### src/rtl/cbc_seq.sv
// cbc_seq: CBC chaining controller between the block stream and an AES round core.
// Owns the IV/chaining register, hands one block at a time to the core via
// core_start/core_done, applies the CBC pre-XOR (encrypt) or post-XOR (decrypt),
// and returns results on a valid/ready stream.
// Ports:
//   clk, reset (async active-low)
//   iv_load/iv_in/encryption/decryption : IV and mode load, IDLE only
//   in_valid/in_ready/in_blk            : input block stream
//   core_start/core_blk/core_done/core_result : AES core handshake
//   out_valid/out_ready/out_blk         : result block stream
//   busy                                : high outside IDLE
module cbc_seq #(
  parameter int unsigned BLK_S   = 128,
  parameter int unsigned IV_BITS = 128
) (
  input  logic               clk,
  input  logic               reset,
  input  logic               iv_load,
  input  logic [IV_BITS-1:0] iv_in,
  input  logic               encryption,
  input  logic               decryption,
  input  logic               in_valid,
  output logic               in_ready,
  input  logic [BLK_S-1:0]   in_blk,
  output logic               core_start,
  output logic [BLK_S-1:0]   core_blk,
  input  logic               core_done,
  input  logic [BLK_S-1:0]   core_result,
  output logic               out_valid,
  input  logic               out_ready,
  output logic [BLK_S-1:0]   out_blk,
  output logic               busy
);

  typedef enum logic [1:0] {
    S_IDLE  = 2'd0,
    S_START = 2'd1,
    S_WAIT  = 2'd2,
    S_OUT   = 2'd3
  } state_t;

  state_t             state_q, state_d;
  logic [BLK_S-1:0]   iv_q, iv_d;
  logic               mode_enc_q, mode_enc_d;
  logic               iv_ok_q, iv_ok_d;
  logic [BLK_S-1:0]   saved_in_q, saved_in_d;
  logic [BLK_S-1:0]   core_blk_q, core_blk_d;
  logic [BLK_S-1:0]   out_q, out_d;

  // State and datapath registers
  always_ff @(posedge clk or negedge reset) begin
    if (!reset) begin
      state_q    <= S_IDLE;
      iv_q       <= '0;
      mode_enc_q <= 1'b0;
      iv_ok_q    <= 1'b0;
      saved_in_q <= '0;
      core_blk_q <= '0;
      out_q      <= '0;
    end else begin
      state_q    <= state_d;
      iv_q       <= iv_d;
      mode_enc_q <= mode_enc_d;
      iv_ok_q    <= iv_ok_d;
      saved_in_q <= saved_in_d;
      core_blk_q <= core_blk_d;
      out_q      <= out_d;
    end
  end

  // Next-state, chaining datapath and handshake outputs
  always_comb begin
    state_d    = state_q;
    iv_d       = iv_q;
    mode_enc_d = mode_enc_q;
    iv_ok_d    = iv_ok_q;
    saved_in_d = saved_in_q;
    core_blk_d = core_blk_q;
    out_d      = out_q;
    in_ready   = 1'b0;
    core_start = 1'b0;
    out_valid  = 1'b0;
    busy       = (state_q != S_IDLE);

    unique case (state_q)
      S_IDLE: begin
        // An IV load owns the cycle, so no block is taken alongside it
        in_ready = iv_ok_q & ~iv_load;
        if (iv_load) begin
          if (encryption ^ decryption) begin
            iv_d       = BLK_S'(iv_in);
            mode_enc_d = encryption;
            iv_ok_d    = 1'b1;
          end
        end else if (in_valid && in_ready) begin
          saved_in_d = in_blk;
          core_blk_d = mode_enc_q ? (in_blk ^ iv_q) : in_blk;
          state_d    = S_START;
        end
      end
      S_START: begin
        core_start = 1'b1;
        state_d    = S_WAIT;
      end
      S_WAIT: begin
        if (core_done) begin
          if (mode_enc_q) begin
            out_d = core_result;
            iv_d  = core_result;
          end else begin
            // Decrypt chains on the original ciphertext, not the core input
            out_d = core_result ^ iv_q;
            iv_d  = saved_in_q;
          end
          state_d = S_OUT;
        end
      end
      S_OUT: begin
        out_valid = 1'b1;
        if (out_ready) begin
          state_d = S_IDLE;
        end
      end
      default: state_d = S_IDLE;
    endcase
  end

  assign core_blk = core_blk_q;
  assign out_blk  = out_q;

endmodule

### config.mk
export PLATFORM = sky130hd
export DESIGN_NAME = cbc_seq
export DESIGN_NICKNAME = d
export VERILOG_FILES = /design/src/rtl/cbc_seq.sv
export SDC_FILE = /design/constraint.sdc
export NUM_CORES = 1
export LEC_CHECK = 0
export ABC_AREA = 1
export CAP_MARGIN = 25
export CORE_AREA = 4 4 254 256
export DETAILED_ROUTE_END_ITERATION = 16
export DIE_AREA = 0 0 258 260
export GPL_TIMING_DRIVEN = 0
export PLACE_DENSITY = 0.7
export SLEW_MARGIN = 10
export SYNTH_ARGS = -nofsm -noshare
export SYNTH_HDL_FRONTEND = slang
export SYNTH_SLANG_ARGS = --single-unit
### constraint.sdc
create_clock -name clk -period 1.74 [get_ports clk]
set_input_delay 0.348 -clock clk [delete_from_list [all_inputs] [get_ports clk]]
set_output_delay 0.348 -clock clk [all_outputs]
set_load 0.05 [all_outputs]
==> results.py, run 1 <==
metrics = {
    "grt": {
        "grt_usage": 0.316,
        "first_global_vias": 25200,
        "antenna_found_initial": 38,
        "overflow": 0,
        "grt_max_degree": 104,
        "grt_pass1_wl_mm": 160,
    },
    "sta": {
        "grt_setup_unrepaired": "true",
        "hold_viol": 70,
        "drv_slew": 0,
        "tightestPinTransition_ps": 636,
        "finalCriticalPeriod_ps": 1990,
        "clock_skew_ps": 16.9,
        "hold_slack_ps": -377,
        "setup_viol": 50,
        "finalWorstSetupSlack_ps": -249,
        "fin_crit_sh": 1.14,
        "maxClockFrequency_mhz": 503,
        "maxSlewHeadroom": 0.576,
    },
    "die": {
        "coreArea_mm2": 0.0625,
        "pin_count": 652,
        "initial_core_util": 0.420,
        "rows": 92,
        "dieArea_mm2": 0.0671,
        "die_x_um": 258,
        "die_y_um": 260,
    },
    "critical_path": {
        "path_max_fanout": 3,
        "critPathKind": "reg2out",
        "rrSetupSlack_ps": -80,
        "cp-end-kind": "output port",
        "cp.required_ps": 1390,
        "startpoint_type": "flip-flop",
        "critPathArrivalTime_ps": 1640,
    },
    "yosys": {
        "async_reset_ff_frac": 1.00,
        "yosysWarnings": 0,
        "synth_top_cell_by_area": "dfrtp_1",
        "synth_area_leaders": "dfrtp_1, nand2_1, xor2_1, nand3_1, o21ai_0",
        "syn_avg_cell_area_um2": 7.75,
        "syn_area_mm2": 0.0262,
        "synth.net_count": 3785,
        "synth_cell_types": 25,
        "syn_inst": 3388,
        "synth.top_cell.area_share": 0.492,
        "ys_ff_latch": 516,
        "synthFlopType": "dfrtp_1",
        "yosysSeqAreaShare": 0.492,
        "synth-edff-count": 0,
    },
    "cells_and_area": {
        "nets": 4534,
        "syn_to_final_growth_pct": 42.0,
        "drive_above_1_share": 0.154,
        "fill_cells": 5633,
        "final_area_mm2": 0.0373,
        "layout_commonest_cell": "nand2_1",
        "layoutNonFillerInstCount": 5058,
        "fin_util": 0.596,
        "final_cell_mix": "nand2_1, dfrtp_1, clkdlybuf4s50_1",
    },
    "drt": {
        "ant_nets": 0,
        "vias": 26100,
        "routed_wl_mm": 112,
        "vias_per_cell": 5.16,
        "drt-initial-drc-count": 2395,
        "first_pass_iters": 6,
        "remaining_drc_errors": 0,
        "post_drt_wl_per_cell_um": 22.1,
    },
    "clocking": {
        "insertion_delay_ps": 620,
        "cts_inserted_buffers": 59,
        "cts-root-buf": "clkbuf_16",
        "path_clk_slew_ps": 60,
        "cts.sinks": 516,
        "cts.path.max_buffers": 3,
        "htreeDepth": 2,
        "tritoncts": "yes",
    },
    "hold_path": {
        "hold_class": "in2async",
    },
    "power": {
        "p_sw_frac": 0.486,
        "pwr-share-comb": 0.559,
        "intPower_uw": 40000,
        "p_per_area_mw_per_mm2": 2090,
        "seqPwrFrac": 0.273,
        "p_sw_uw": 37900,
        "p_leak_uw": 0.0185,
        "p_clk_frac": 0.168,
        "vdd_ir_drop_max_uv": 1200,
    },
    "run_status": {
        "outcome": "finished, violations left",
        "violations": "hold timing, setup timing",
    },
    "flow_run": {
        "drv_cap": 0,
    },
    "placed_design": {
        "dp_cells": 4892,
        "io_buffers": 651,
        "dpl.hpwl_mm": 80.3,
        "place.gp.congestion": 0.937,
        "placed_area_mm2": 0.0340,
    },
}
==> final cells by class <==
| class | instances | area [µm²] | share of cell area |
|---|---|---|---|
| tap | 846 | 1060 | 0.0284 |
| sequential | 516 | 12900 | 0.346 |
| clock buffer | 88 | 1750 | 0.0469 |
| buffer | 211 | 2090 | 0.0560 |
| inverter | 267 | 1040 | 0.0278 |
| clock inverter | 20 | 285 | 0.00765 |
| multi-input combinational | 2389 | 11100 | 0.299 |
| timing repair buffer | 693 | 6930 | 0.186 |
| antenna | 28 | 70.1 | 0.00188 |
==> state kept, by name, indices dropped and copies added, names as in the netlist <==
signal,count
core_blk,128
iv_ok_q,1
iv_q,128
mode_enc_q,1
out_blk,128
saved_in_q,128
state_q,2
==> timing repair <==
action / in CTS / in global routing
cloned: 1 / 15
endpoints found under the hold margin: 70 / 70
endpoints found under the setup margin: 772 / 690
gates resized for setup: 1226 / 181
buffers inserted: 15 / 5
pin swaps: 3 / 4
==> worst max-delay path, cell delays in order, from the launching register on <==
cell,delay [ps]
dfrtp_1,400
inv_2,110
ha_4,160
inv_4,40
nor3_4,120
buf_6,190
==> cells by family after synthesis <==
logic type / after synthesis / synth area share
and+or+nand+nor: 1742 / 0.265
xor gates and xnor gates: 205 / 0.0684
buffers and inverters: 483 / 0.0883
adders and majority gates: 5 / 0.00238
AOI/OAI and AO/OA: 437 / 0.0840
DFF: 516 / 0.492
==> synthesized netlist by cell type, types with 4 or more instances <==
library cell	instances
nand2_1	1292
dfrtp_1	516
nand3_1	310
inv_1	265
o21ai_0	243
xor2_1	205
a21oi_1	179
nor2_1	134
buf_2	127
buf_6	43
clkbuf_1	39
o21ai_1	10
buf_4	6
ha_1	5
a21oi_2	4
==> layer usage <==
| metal | GRT usage | share of wire | up-vias |
|---|---|---|---|
| met5 | 0 | 0.0014 | - |
| li1 | - | - | 12100 |
| met3 | 0.0770 | 0.083 | 250 |
| met2 | 0.512 | 0.47 | 1213 |
| met1 | 0.408 | 0.40 | 12500 |
| met4 | 0.126 | 0.043 | 20 |
==> per-stage QoR <==
stage	TNS (ps)	setup slack (ps)	total power [µW]	hold WS, ps
2_1_floorplan	-63.3	-63.3	46500	52.4
5_1_grt	-21440	-336	82400	-371
3_5_place_dp	-420480	-1040	61900	359
3_3_place_gp	-	-23800	61400	465
6_report	-1270	-249	77900	-377
4_1_cts	-1130	-274	75600	-308
==> path summary, 6_finish.rpt <==
check,from,to,depth (start not counted)
worst min-delay path,reset,core_blk[111],1
min in group clk,encryption,mode_enc_q,3
max in group asynchronous,reset,core_blk[59],4
worst max register to register,state_q[0],saved_in_q[55],8
worst max-delay path,state_q[0],in_ready,5
worst min register to register,out_blk[60],out_blk[60],2
==> power groups by stage <==
stage	registers (µW)	logic, µW	clock network (µW)
after floorplan	30000	16600	0
after global routing	21900	46700	13800
after CTS	21200	41100	13200
final	21300	43500	13100
after global placement	21400	40000	0
after detailed placement	21300	40600	0
(Power assumes the default switching activity.)
==> inputs of run 2 (changes only) <==
==> constraint.sdc (replaced) <==
create_clock -name clk -period 1.74 [get_ports clk]
set_input_delay 0.174 -clock clk [delete_from_list [all_inputs] [get_ports clk]]
set_output_delay 0.174 -clock clk [all_outputs]
set_load 0.05 [all_outputs]
==> run 2 against run 1 <==
Compared with the run above:
- the flow finishes with violations (setup timing)
- via count grew 4.0%
- worst hold slack gained 480 ps
- combinational power grew 16%
- sequential power is essentially flat
- die area is the same
- critical path type unchanged
- highest routed layer unchanged
==> results.py, run 2 (synthesized netlist as in run 1, its figures left out) <==
metrics = {
    "critical_path": {
        "rrSetupSlack_ps": -100,
        "critPathSlowestCell": "dfrtp_2",
        "cp-end-kind": "output port",
        "slowest_delay_ps": 440,
        "r2r-start": "state_q[1]",
        "cpMostUsedCell": "inv_4",
        "critPathKind": "reg2out",
        "r2r_end": "iv_q[25]",
        "path_max_fanout": 4,
        "startpoint_type": "flip-flop",
        "ff2ff_path_depth": 10,
        "crit_chain": "inv_4 -> ha_4 -> inv_4 -> nor3_4 -> buf_6",
        "critPathArrivalTime_ps": 1680,
        "cp.required_ps": 1570,
    },
    "clocking": {
        "tritoncts": "yes",
        "cts-root-buf": "clkbuf_16",
        "htreeDepth": 2,
        "path_clk_slew_ps": 60,
        "cts.sinks": 516,
        "cts_inserted_buffers": 57,
        "cts.path.max_buffers": 3,
        "insertion_delay_ps": 620,
    },
    "power": {
        "vdd_ir_drop_max_uv": 1160,
        "p_per_area_mw_per_mm2": 2120,
        "p_leak_uw": 0.0198,
        "power.total_uw": 85000,
    },
    "drt": {
        "drt-initial-drc-count": 2667,
        "remaining_drc_errors": 0,
        "vias": 27200,
        "routed_wl_mm": 118,
        "first_pass_iters": 6,
        "vias_per_cell": 5.32,
        "ant_nets": 0,
        "post_drt_wl_per_cell_um": 23.1,
    },
    "sta": {
        "drv_slew": 0,
        "finalCriticalPeriod_ps": 1850,
        "grt_setup_unrepaired": "true",
        "clock_skew_ps": 8.90,
        "hold_viol": 0,
        "finalWorstSetupSlack_ps": -110,
        "maxClockFrequency_mhz": 541,
        "tightestPinTransition_ps": 621,
        "fin_crit_sh": 1.06,
        "maxSlewHeadroom": 0.586,
        "setup_viol": 161,
    },
    "hold_path": {
        "hold_class": "in2async",
    },
    "cells_and_area": {
        "layout_commonest_cell": "nand2_1",
        "final_cell_mix": "nand2_1, dfrtp_1, clkdlybuf4s50_1",
        "final_area_mm2": 0.0401,
        "syn_to_final_growth_pct": 52.9,
        "fill_cells": 5264,
        "nets": 4588,
        "drive_above_1_share": 0.189,
    },
    "grt": {
        "grt_pass1_wl_mm": 166,
        "grt_usage": 0.327,
        "antenna_found_initial": 39,
        "grt_max_degree": 105,
        "overflow": 0,
        "first_global_vias": 26300,
    },
    "die": {
        "initial_core_util": 0.420,
        "pin_count": 652,
        "rows": 92,
        "dieArea_mm2": 0.0671,
        "die_x_um": 258,
        "coreArea_mm2": 0.0625,
        "die_y_um": 260,
    },
    "flow_run": {
        "drv_cap": 0,
    },
    "run_status": {
        "violations": "setup timing",
        "outcome": "finished, violations left",
    },
    "placed_design": {
        "place.gp.congestion": 0.932,
        "placed_area_mm2": 0.0340,
        "io_buffers": 651,
        "dpl.hpwl_mm": 79.5,
    },
}
-- run 2: final cells by class --
cell class,instances,area (µm²),share of cell area
flip-flops and latches,516,12900,0.322
inverters,267,1040,0.0260
repair buffers,748,8230,0.205
repair inverters,1,16.3,0.000405
clock inverters,22,320,0.00798
multi-input cells,2389,12500,0.313
well taps,846,1060,0.0264
plain buffers,211,2290,0.0570
clock buffers,80,1650,0.0410
diodes,25,62.6,0.00156
-- run 2: what timing repair did --
| action | CTS | global route |
|---|---|---|
| pin swaps | 218 | 43 |
| buffers inserted | 35 | 11 |
| resized for setup | 864 | 535 |
| hold endpoints to repair | 70 | 0 |
| endpoints found under the setup margin | 772 | 534 |
| cloned | 20 | 24 |
| hold buffers | 1 | 0 |
-- run 2: worst max path at each step --
stage / from / end / slack (ps)
floorplan: state_q[0] / in_ready / 110
global placement: reset / core_blk[57] / -23560
detailed placement: state_q[0] / out_blk[118] / -1140
CTS: state_q[1] / iv_q[113] / -190
global route: state_q[1] / iv_q[25] / -170
finish: state_q[1] / in_ready / -110
-- run 2: where the power goes --
part | switching, µW | leakage (µW) | internal [µW] | total [µW]
Combinational | 32100 | 0.0126 | 18300 | 50400
Sequential | 3860 | 0.00621 | 17700 | 21600
Clock | 5240 | 0.000971 | 7740 | 13000
-- run 2: routing by layer --
layer / up-vias / wire length, µm / track usage
li1: 12300 / - / -
met1: 13100 / 45300 / 0.413
met2: 1413 / 55400 / 0.532
met3: 344 / 10500 / 0.0793
met4: 26 / 6420 / 0.150
met5: - / 172 / 0
-- run 2: metrics by stage --
step	setup slack [ps]	TNS [ps]	hold WS [ps]	instances	util
2_1_floorplan	111	0	-122	3388	-
3_3_place_gp	-23560	-	465	4885	0.541
3_5_place_dp	-1140	-290930	156	4893	0.544
4_1_cts	-191	-17530	86.1	5049	0.613
5_1_grt	-172	-17240	138	5100	0.642
6_report	-110	-6240	104	5105	0.642
-- run 2: critical path: cells and delay by family (launching register included) --
kind | cells | cell delay [ps]
AND/OR/NAND/NOR | 1 | 110
adder cells (fa/ha/maj) | 1 | 170
flip-flops | 1 | 440
buffers and inverters | 3 | 330
